## src/rtl/spiker_adapter_pkg.sv

```systemverilog
// rtl/spiker_adapter_pkg.sv - shared types and sizing helpers for the spiker adapter
package spiker_adapter_pkg;

    typedef enum logic [1:0] {
        IDLE,
        COLLECT,
        WRITE,
        DONE
    } packer_state_e;

    function automatic int clog2_min1(input int value);
        return (value <= 1) ? 1 : $clog2(value);
    endfunction

    function automatic int n_words(input int n_spikes, input int width);
        return (n_spikes + width - 1) / width;
    endfunction

    function automatic int bpw(input int width, input int in_w);
        return width / in_w;
    endfunction

    function automatic int n_beats(input int n_spikes, input int in_w);
        return (n_spikes + in_w - 1) / in_w;
    endfunction

    // Register-array index width; a single-word frame still needs one bit.
    function automatic int idx_w(input int n_spikes, input int width);
        return clog2_min1(n_words(n_spikes, width));
    endfunction

    function automatic int cnt_w(input int n_spikes);
        return $clog2(n_spikes + 1);
    endfunction

endpackage

```

## src/rtl/spiker_popcount.sv

```systemverilog
// rtl/spiker_popcount.sv - combinational population count of one spike beat
module spiker_popcount #(
    parameter int W = 8,
    localparam int CW = $clog2(W + 1)
) (
    input  logic [W-1:0]  bits,
    output logic [CW-1:0] count
);

    always_comb begin
        count = '0;
        for (int i = 0; i < W; i++) begin
            count = count + CW'(bits[i]);
        end
    end

endmodule

```

## src/rtl/spiker_result_packer.sv

```systemverilog
// rtl/spiker_result_packer.sv - packs the core's spike stream into result register words
module spiker_result_packer
    import spiker_adapter_pkg::*;
#(
    parameter int WIDTH    = 32,
    parameter int N_SPIKES = 784,
    parameter int IN_W     = 8,
    localparam int IDX_W   = idx_w(N_SPIKES, WIDTH),
    localparam int CNT_W   = cnt_w(N_SPIKES)
) (
    input  logic             clk_i,
    input  logic             rst_ni,
    input  logic             test_mode_i,
    input  logic             start_i,
    input  logic             abort_i,
    input  logic             spike_valid_i,
    input  logic [IN_W-1:0]  spike_i,
    output logic             spike_ready_o,
    output logic [WIDTH-1:0] result_d_o,
    output logic [IDX_W-1:0] result_idx_o,
    output logic             result_de_o,
    output logic             busy_o,
    output logic             done_o,
    output logic [CNT_W-1:0] spike_count_o
);

    localparam int N_WORDS = n_words(N_SPIKES, WIDTH);
    localparam int BPW     = bpw(WIDTH, IN_W);
    localparam int N_BEATS = n_beats(N_SPIKES, IN_W);
    localparam int BIW_W   = clog2_min1(BPW);
    localparam int BT_W    = clog2_min1(N_BEATS);
    localparam int PCW     = $clog2(IN_W + 1);

    if ((IN_W < 1) || (IN_W > WIDTH) || ((WIDTH % IN_W) != 0)) begin : g_param_check
        $error("spiker_result_packer: IN_W must be in 1..WIDTH and divide WIDTH");
    end

    packer_state_e     state_q, state_d;
    logic [WIDTH-1:0]  word_buf_q;
    logic [WIDTH-1:0]  word_buf_ins;
    logic [BIW_W-1:0]  biw_q;
    logic [BT_W-1:0]   bt_q;
    logic [IDX_W-1:0]  word_q;
    logic [CNT_W-1:0]  count_q;
    logic [WIDTH-1:0]  d_q;
    logic [IDX_W-1:0]  idx_q;
    logic [IN_W-1:0]   masked;
    logic [PCW-1:0]    pop;
    logic [CNT_W:0]    sum;
    logic              take;
    logic              closing;
    logic              last_word;
    logic              unused_test_mode;

    assign unused_test_mode = test_mode_i;

    // Spikes past the end of the frame never reach the buffer or the count.
    always_comb begin
        masked = spike_i;
        for (int i = 0; i < IN_W; i++) begin
            if (int'(bt_q) * IN_W + i >= N_SPIKES) begin
                masked[i] = 1'b0;
            end
        end
    end

    spiker_popcount #(.W(IN_W)) u_popcount (
        .bits  (masked),
        .count (pop)
    );

    always_comb begin
        word_buf_ins = word_buf_q;
        word_buf_ins[int'(biw_q) * IN_W +: IN_W] = masked;
    end

    // Abort wins over a same-cycle accept, so the beat is neither buffered nor counted.
    assign take      = (state_q == COLLECT) && spike_valid_i && !abort_i;
    assign closing   = (biw_q == BIW_W'(BPW - 1)) || (bt_q == BT_W'(N_BEATS - 1));
    assign last_word = (word_q == IDX_W'(N_WORDS - 1));
    assign sum       = {1'b0, count_q} + (CNT_W + 1)'(pop);

    always_comb begin
        state_d = state_q;
        if (abort_i) begin
            state_d = IDLE;
        end else begin
            case (state_q)
                IDLE, DONE: if (start_i) state_d = COLLECT;
                COLLECT:    if (take && closing) state_d = WRITE;
                WRITE:      state_d = last_word ? DONE : COLLECT;
                default:    state_d = IDLE;
            endcase
        end
    end

    always_ff @(posedge clk_i or negedge rst_ni) begin
        if (!rst_ni) begin
            state_q <= IDLE;
        end else begin
            state_q <= state_d;
        end
    end

    always_ff @(posedge clk_i or negedge rst_ni) begin
        if (!rst_ni) begin
            word_buf_q <= '0;
            biw_q      <= '0;
            bt_q       <= '0;
            word_q     <= '0;
            count_q    <= '0;
            d_q        <= '0;
            idx_q      <= '0;
        end else if (!abort_i) begin
            case (state_q)
                IDLE, DONE: begin
                    if (start_i) begin
                        word_buf_q <= '0;
                        biw_q      <= '0;
                        bt_q       <= '0;
                        word_q     <= '0;
                        count_q    <= '0;
                    end
                end
                COLLECT: begin
                    if (take) begin
                        word_buf_q <= word_buf_ins;
                        biw_q      <= closing ? '0 : biw_q + BIW_W'(1);
                        bt_q       <= bt_q + BT_W'(1);
                        if (sum > (CNT_W + 1)'(N_SPIKES)) begin
                            count_q <= CNT_W'(N_SPIKES);
                        end else begin
                            count_q <= sum[CNT_W-1:0];
                        end
                        // Result registers load here so the word is stable for the strobe and after it.
                        if (closing) begin
                            d_q   <= word_buf_ins;
                            idx_q <= word_q;
                        end
                    end
                end
                WRITE: begin
                    if (!last_word) begin
                        word_q     <= word_q + IDX_W'(1);
                        word_buf_q <= '0;
                    end
                end
                default: ;
            endcase
        end
    end

    assign spike_ready_o = (state_q == COLLECT);
    assign result_de_o   = (state_q == WRITE);
    assign busy_o        = (state_q == COLLECT) || (state_q == WRITE);
    assign done_o        = (state_q == DONE);
    assign result_d_o    = d_q;
    assign result_idx_o  = idx_q;
    assign spike_count_o = count_q;

endmodule

```

## config.mk

```make
export PLATFORM = sky130hd
export DESIGN_NAME = spiker_result_packer
export DESIGN_NICKNAME = d
export VERILOG_FILES = /design/src/rtl/spiker_adapter_pkg.sv /design/src/rtl/spiker_popcount.sv /design/src/rtl/spiker_result_packer.sv
export SDC_FILE = /design/constraint.sdc
export NUM_CORES = 1
export LEC_CHECK = 0
export ABC_CLOCK_PERIOD_IN_PS = 4800
export CAP_MARGIN = 20
export CORE_MARGIN = 2
export CORE_UTILIZATION = 50
export CTS_CLUSTER_SIZE = 40
export DETAILED_ROUTE_END_ITERATION = 16
export GPL_ROUTABILITY_DRIVEN = 0
export PLACE_DENSITY = 0.78
export RECOVER_POWER = 50
export SYNTH_ARGS = -nofsm -noshare
export SYNTH_HDL_FRONTEND = slang
export SYNTH_SLANG_ARGS = --single-unit
```

## constraint.sdc

```tcl
create_clock -name clk_i -period 4.8 [get_ports clk_i]
set_input_delay 0.96 -clock clk_i [delete_from_list [all_inputs] [get_ports clk_i]]
set_output_delay 0.96 -clock clk_i [all_outputs]
set_load 0.03 [all_outputs]
```

==> summary.txt, run 1 <==
Place
  • Place WS: -0.834 ns
  • Port bufs: 63
  • Placed Instance Area: about 6200 um^2
  • HPWL after DPL: roughly 8600 um

Die
  • Initial Util: a little over half
  • Die height: around 110 um
  • Die span in x: between 100 and 150 um
  • Core ar.: 9860 um^2
  • Die ar.: between 10000 and 15000 um^2
  • Row cnt: 36
  • Ports: 65

Critical path
  • Reg2Reg Setup Slack: -0.06 ns
  • Reg2Reg Depth: 18
  • CP Max Fanout: 6
  • Max stage delay on crit path: between 0.5 and 0.6 ns
  • Req. time, crit path: approximately 5.0 ns
  • Crit. End Element: flop
  • Critical Path Start Type: primary input
  • Delay-heaviest family, CP: adder cells
  • Critical Path AT: about 5.1 ns
  • FF-to-FF End: spike_count_o[1]$_DFFE_PN0P_
  • CP bufs+invs: 3
  • Worst-path cell chain: dlygate4sd2_1 > nand3_4 > inv_2 > ha_4 > fa_1 > fa_1 > fa_2 > inv_2 > fa_2 > xnor2_1 > ha_2 > o21ai_2 > o21ba_4 > or3_4 > a21o_1 > a221oi_4 > o21ai_1
  • Reg-to-Reg Start: bt_q[2]$_DFFE_PN0P_
  • Slowest-stage cell, CP: fa_1
  • WS Path Type: in -> reg

Synthesis
  • Synth unique cells: 53
  • Post-synthesis compound-gate area fraction: 25.0%
  • Post-Syn Instances: 503
  • Post-synth top flop: dfrtp_1
  • Post-synth EDFFs: 0
  • Largest family of logic cells by synthesized area: compound AO/OA/AOI/OAI gates
  • Warnings, synthesis: 0
  • Multiplexer share of the synthesized area: 1.29%
  • Post-Synth Simple-Gate Area: between 10% and 20%
  • Seq/Total Area, Yosys: a little under half
  • Mapped Nets: 543
  • Mean Syn Cell Area: between 10 and 15 um^2
  • Mapped cell area: roughly 5100 um^2
  • Post-synth ARST share: 100%
  • Yosys reg bits: between 90 and 100
  • Xor/xnor share of the synthesized area: under 10%
  • Adder-Cell Fraction of Synth Area: around 7.1%

Hold path
  • Cell count of the worst hold path: 1
  • Worst min-delay path endpoint: result_d_o[3]$_DFFE_PN0P_
  • Hold WC Path Type: reg -> reg
  • Hold wc startpoint: result_d_o[3]$_DFFE_PN0P_

Clock network
  • CTS tree: done
  • Post-CTS Hold Buffers: 0
  • CTS HTree Levels: 3
  • Root buf cell: clkbuf_8
  • Worst skew pair latency: approximately 0.36 ns
  • Number of buffers created by CTS: 9
  • Clock sink total: 95
  • Clock-pin slew on the worst setup and hold paths: 0.09 ns
  • Longest Clk Path Bufs: 2

Pwr
  • Sequential Power Share: 41.0%
  • Switching Fraction: 35.3%
  • Net Sw Power: 0.883 mW
  • Total Power: between 2 and 2.5 mW
  • Maximum VDD drop: about 0.18 mV
  • Clock share of power: 22.5%
  • Internal power: 1.61 mW
  • Pwr dens: 383 nW/um^2
  • P_leak: approximately 2.8 nW
  • Gate power share: a little over a third

Final layout
  • Ant diodes: 0
  • Layout cells sized above 1: between 10% and 20%
  • Most frequent cells in the layout: dfrtp_1, clkdlybuf4s50_1, o21ai_0, buf_4, a22o_1
  • Fillers: about 790
  • Utilization after layout: between 60% and 70%
  • Fin area: roughly 6500 um^2
  • Layout area overhead: 27.1%
  • Final net count: approximately 630
  • Area of the multi-input gates: 2740 um^2
  • Sequential cell area: about 2400 um^2
  • Commonest non-fill, non-tap cell in the layout: dfrtp_1

STA
  • Max Clk Rate: slightly above 0.2 GHz
  • Setup tns final: -0.332 ns
  • RSZ-0062 raised after global routing: true
  • Final hold viol count: 0
  • Max Slew Vio Count: 66
  • Finish-stage setup viols: 6
  • Min cycle time layout: between 4 and 5 ns
  • Clock skew: around 0.011 ns
  • Relative slew slack: -122%
  • Final period utilization: 102%
  • Worst setup margin: -0.0769 ns
  • Worst Tran Pin Value: around 3.3 ns

Global route
  • Total GRT Usage: between 20% and 30%
  • Remaining Overflow, GRT: 0
  • Vias in the first global route: 4363
  • Initial antenna violation count: 0
  • Largest net degree at the start of global routing: between 60 and 70
  • First-pass GRT wire length: ~21000 um

Drt
  • Routed WL: ~12000 um
  • Initial DRC Count: 216
  • # DRC: 0
  • Vias: 4235
  • Avg Vias per Cell: 5.83
  • Post-route ant nets: 0
  • WL/cell: about 17 um
  • Initial DRT Pass Iterations: 4

Status
  • Failing checks: max-capacitance violations, max-slew violations, negative setup slack
  • Status: finished, violations left

Run
  • Max Cap Viol: 1
-- synth_stat cells (2+ instances only) --
cell / n / share of area, %
buf_1: 6 / 0.44
a22o_1: 34 / 5.8
nand3b_1: 2 / 0.29
dfrtp_1: 95 / 46
nor2_1: 14 / 1.0
nand2_1: 30 / 2.2
ha_1: 21 / 5.1
o21ai_0: 45 / 4.4
o21a_1: 33 / 4.8
nor3_1: 4 / 0.39
nor2b_1: 3 / 0.37
xor2_1: 5 / 0.85
nand2b_1: 33 / 4.0
o221ai_1: 2 / 0.34
a21o_1: 4 / 0.59
nand4_1: 3 / 0.37
or2_1: 5 / 0.61
o21ba_2: 2 / 0.39
fa_1: 5 / 2.0
nand4b_1: 2 / 0.34
inv_1: 22 / 1.6
or2_2: 2 / 0.24
xnor2_1: 5 / 0.85
clkbuf_1: 23 / 1.7
mux2_2: 5 / 1.1
and4_1: 2 / 0.34
nor4_1: 4 / 0.49
or3_1: 5 / 0.61
o211ai_1: 32 / 4.7
o21ai_1: 6 / 0.59
a21oi_1: 9 / 0.88
buf_2: 2 / 0.20
or4_1: 2 / 0.29
nand3_1: 17 / 1.7
-- area by class of cell --
class	instances	area share, %
Clock buffer	11	2.32
Multi-Input combinational cell	354	42.0
Inverter	23	1.32
Tap cell	133	2.55
Clock inverter	5	0.979
Timing Repair Buffer	105	14.4
Sequential cell	95	36.5
-- registers in the layout, indices dropped and copies added, names as in the netlist --
register       count
biw_q              2
bt_q               7
result_d_o        32
result_idx_o       5
spike_count_o     10
state_q            2
word_buf_q        32
word_q             5
-- cell families (layout without fill, tap and decap cells) --
| logic type | count (synthesis) | count (layout) |
|---|---|---|
| buf+inv | 54 | 144 |
| simple gates | 136 | 136 |
| xor+xnor | 10 | 10 |
| flops | 95 | 95 |
| compound gates | 176 | 176 |
| mux | 6 | 6 |
| fa+ha+maj | 26 | 26 |
-- stage by stage --
step | hold WS [ns] | cells
final | 0.489 | 726
after global routing | 0.514 | 726
after CTS | 0.502 | 724
after detailed placement | 0.480 | 708
after global placement | 0.472 | 708
after floorplan | 0.474 | 503
-- layer usage --
metal  global-route usage (%)  wire length, um  up-vias
li1                         -                -     2007
met3                     4.08              593       24
met4                     6.76              254        0
met5                        0                0        -
met2                     40.0             6210      100
met1                     30.8             5210     2104
-- power by group through the flow --
stage	Combinational, mW	Clock, mW	Sequential [mW]
floorplan	0.409	0	1.19
global placement	0.885	0	1.03
detailed placement	0.913	0	1.04
CTS	0.918	0.575	1.03
global route	0.993	0.614	1.04
finish	0.912	0.562	1.02
-- worst max-delay path by stage --
stage,start,slack (ns),depth (start not counted),end
6_report,spike_i[0],-0.08,17,spike_count_o[1]$_DFFE_PN0P_
5_1_grt,bt_q[2]$_DFFE_PN0P_,-0.25,18,spike_count_o[1]$_DFFE_PN0P_
4_1_cts,spike_i[0],-0.14,17,spike_count_o[1]$_DFFE_PN0P_
3_5_place_dp,spike_i[1],-0.83,17,spike_count_o[1]$_DFFE_PN0P_
3_3_place_gp,spike_i[1],-0.67,17,spike_count_o[6]$_DFFE_PN0P_
2_1_floorplan,spike_i[0],0.003,16,spike_count_o[3]$_DFFE_PN0P_
-- repair_timing --
item | in CTS | in global routing
setup endpoints to repair | 10 | 10
gates resized for setup | 8 | 15
pin swaps | 6 | 12
buffers inserted | 1 | 2
No activity file was read; power rests on OpenSTA's default activity.
==> run 2, diff against run 1 <==
- HOLD_SLACK_MARGIN: unset -> 0.06
==> results of run 2 <==
No change in the layout: final DEF, timing and power equal those of run 1.
==> run 3, diff against run 2 <==
- CORE_MARGIN: 2 -> unset
- CORE_UTILIZATION: 50 -> 30
- PLACE_DENSITY: 0.78 -> 0.52
==> run 3 against run 2 <==
Effect of this change: non-clock buffer count is 2 higher; cell count is 12% higher; critical endpoint is now spike_count_o[3]$_DFFE_PN0P_; via count is 2.6% lower; die area is 59% higher; the flow still finishes with violations (max-capacitance violations, max-slew violations, negative setup slack); fmax is 2.3% lower; hold slack worse by 0.00052 ns; sequential share of layout area is 1.3 points lower; sequential power hardly changed; critical path type unchanged.
==> summary.txt, run 3 (synthesized netlist as in run 1, its figures left out) <==
Final layout
  • Utilization after layout: 40.7% (was 66.1%)
  • Ant diodes: 0 (unchanged)
  • Sequential cell area: 2380 um^2 (unchanged)
  • Fin area: 6770 um^2 (was 6520 um^2)
  • Commonest non-fill, non-tap cell in the layout: dfrtp_1 (unchanged)
  • Layout cells sized above 1: 17.7% (was 16.9%)
  • Area of the multi-input gates: 2770 um^2 (was 2740 um^2)
  • Final net count: 630 (was 628)
  • Layout area overhead: 31.9% (was 27.1%)
  • Fillers: 1602 (was 787)
  • Most frequent cells in the layout: dfrtp_1, clkdlybuf4s50_1, o21ai_0, buf_4, a22o_1 (unchanged)

Critical path
  • Crit path from: spike_i[4] (was spike_i[0])
  • Critical Path AT: 5.24 ns (was 5.11 ns)
  • Req. time, crit path: 5.04 ns (about the same)
  • Reg-to-Reg Start: bt_q[2]$_DFFE_PN0P_ (unchanged)
  • WS Path Type: in -> reg (unchanged)
  • Critical Path Start Type: primary input (unchanged)
  • Crit. End Element: flop (unchanged)
  • CP Max Fanout: 3 (was 6)

Hold path
  • Hold wc startpoint: result_d_o[8]$_DFFE_PN0P_ (was result_d_o[3]$_DFFE_PN0P_)
  • Hold WC Path Type: reg -> reg (unchanged)

Place
  • HPWL after DPL: 8910 um (was 8640 um)
  • Placed Instance Area: 6320 um^2 (was 6230 um^2)
  • Port bufs: 63 (unchanged)
  • Place WS: -0.791 ns (was -0.834 ns)

Global route
  • Remaining Overflow, GRT: 0 (unchanged)
  • Largest net degree at the start of global routing: 71 (was 66)
  • Initial antenna violation count: 0 (unchanged)
  • First-pass GRT wire length: 22100 um (was 21200 um)
  • Vias in the first global route: 4152 (was 4363)
  • Total GRT Usage: 15.9% (was 23.5%)

Drt
  • Routed WL: 13300 um (was 12300 um)
  • # DRC: 0 (unchanged)
  • Post-route ant nets: 0 (unchanged)
  • Initial DRC Count: 227 (was 216)
  • Vias: 4124 (was 4235)
  • Initial DRT Pass Iterations: 5 (was 4)
  • WL/cell: 16.3 um (was 16.9 um)
  • Avg Vias per Cell: 5.07 (was 5.83)

STA
  • Min cycle time layout: 4.99 ns (was 4.88 ns)
  • Max Slew Vio Count: 98 (was 66)
  • Worst setup margin: -0.191 ns (was -0.0769 ns)
  • Final period utilization: 104% (was 102%)
  • Final hold slack: 0.488 ns (was 0.489 ns)
  • Worst Tran Pin Value: 1.70 ns (was 3.33 ns)
  • Max Clk Rate: 0.200 GHz (was 0.205 GHz)
  • Relative slew slack: -13.4% (was -122%)
  • Finish-stage setup viols: 6 (unchanged)
  • Clock skew: 0.00786 ns (was 0.0107 ns)
  • RSZ-0062 raised after global routing: true (unchanged)
  • Final hold viol count: 0 (unchanged)

Die
  • Row cnt: 47 (was 36)
  • Die ar.: 17600 um^2 (was 11100 um^2)
  • Ports: 65 (unchanged)
  • Die height: 133 um (was 105 um)
  • Initial Util: 30.8% (was 52.0%)
  • Die span in x: 133 um (was 105 um)
  • Core ar.: 16600 um^2 (was 9860 um^2)

Clock network
  • Longest Clk Path Bufs: 2 (unchanged)
  • Clock-pin slew on the worst setup and hold paths: 0.07 ns (was 0.09 ns)
  • Root buf cell: clkbuf_16 (was clkbuf_8)
  • Worst skew pair latency: 0.35 ns (was 0.36 ns)
  • Clock sink total: 95 (unchanged)
  • CTS tree: done (unchanged)
  • CTS HTree Levels: 3 (unchanged)
  • Number of buffers created by CTS: 9 (unchanged)

Pwr
  • Pwr dens: 391 nW/um^2 (was 383 nW/um^2)
  • Maximum VDD drop: 0.154 mV (was 0.176 mV)
  • Total Power: 2.65 mW (was 2.50 mW)
  • P_leak: 2.88 nW (was 2.83 nW)

Status
  • Failing checks: max-capacitance violations, max-slew violations, negative setup slack (unchanged)
  • Status: finished, violations left (unchanged)

Run
  • Max Cap Viol: 2 (was 1)
==> run 3: metrics by stage <==
stage | cells | setup TNS [ns]
after floorplan | 503 | 0
after global placement | 792 | -6.49
after detailed placement | 792 | -6.92
after CTS | 811 | -0.767
after global routing | 814 | -1.79
final | 814 | -0.734
==> run 3: layout make-up <==
| type | count | share of cell area (%) |
|---|---|---|
| flip-flops and latches | 95 | 35.1 |
| multi-input cells | 354 | 40.9 |
| inverters | 23 | 1.28 |
| clock inverters | 5 | 0.610 |
| repair buffers | 107 | 14.5 |
| well taps | 220 | 4.07 |
| clock buffers | 10 | 3.53 |
==> run 3: metal layers <==
| layer | part of all wire [%] | track usage [%] |
|---|---|---|
| met1 | 47 | 21.3 |
| met2 | 48 | 26.3 |
| met3 | 2.9 | 2.18 |
| met4 | 1.5 | 5.68 |
| met5 | 0 | 0 |
==> run 3: report_power, final <==
part           internal (mW)  total (mW)  leakage, nW  switching, mW
Sequential             0.937        1.02         1.30         0.0872
Combinational          0.418       0.932         1.44          0.514
Clock                  0.367       0.689        0.132          0.322
==> run 3: path summary, 6_finish.rpt <==
| path | slack [ns] | to | depth (start not counted) |
|---|---|---|---|
| setup / recovery | -0.19 | spike_count_o[3]$_DFFE_PN0P_ | 17 |
| min in group asynchronous | 1.06 | result_d_o[11]$_DFFE_PN0P_ | 1 |
| max in group asynchronous | 1.56 | bt_q[4]$_DFFE_PN0P_ | 2 |
| hold reg to reg | 0.49 | result_d_o[8]$_DFFE_PN0P_ | 1 |
| setup reg to reg | -0.16 | spike_count_o[3]$_DFFE_PN0P_ | 19 |
| hold / removal | 0.49 | result_d_o[8]$_DFFE_PN0P_ | 1 |
==> run 3: what timing repair did <==
item,CTS,global route
endpoints found under the setup margin,10,9
pin swaps,7,9
setup buffers,4,2
resized for setup,19,11
cloned,0,0
hold buffers,0,0
hold endpoints to repair,0,0
==> run 3: worst max-delay path, cell delays in order <==
cell,delay [ns]
clkdlybuf4s50_1,0.42
nand2_1,0.11
inv_1,0.07
fa_1,0.55
fa_1,0.43
fa_2,0.36
inv_2,0.06
fa_2,0.43
inv_2,0.10
ha_4,0.21
a211oi_4,0.29
nor2_1,0.10
or3_4,0.40
a311oi_2,0.34
a221oi_4,0.07
buf_4,0.16
o41ai_4,0.20
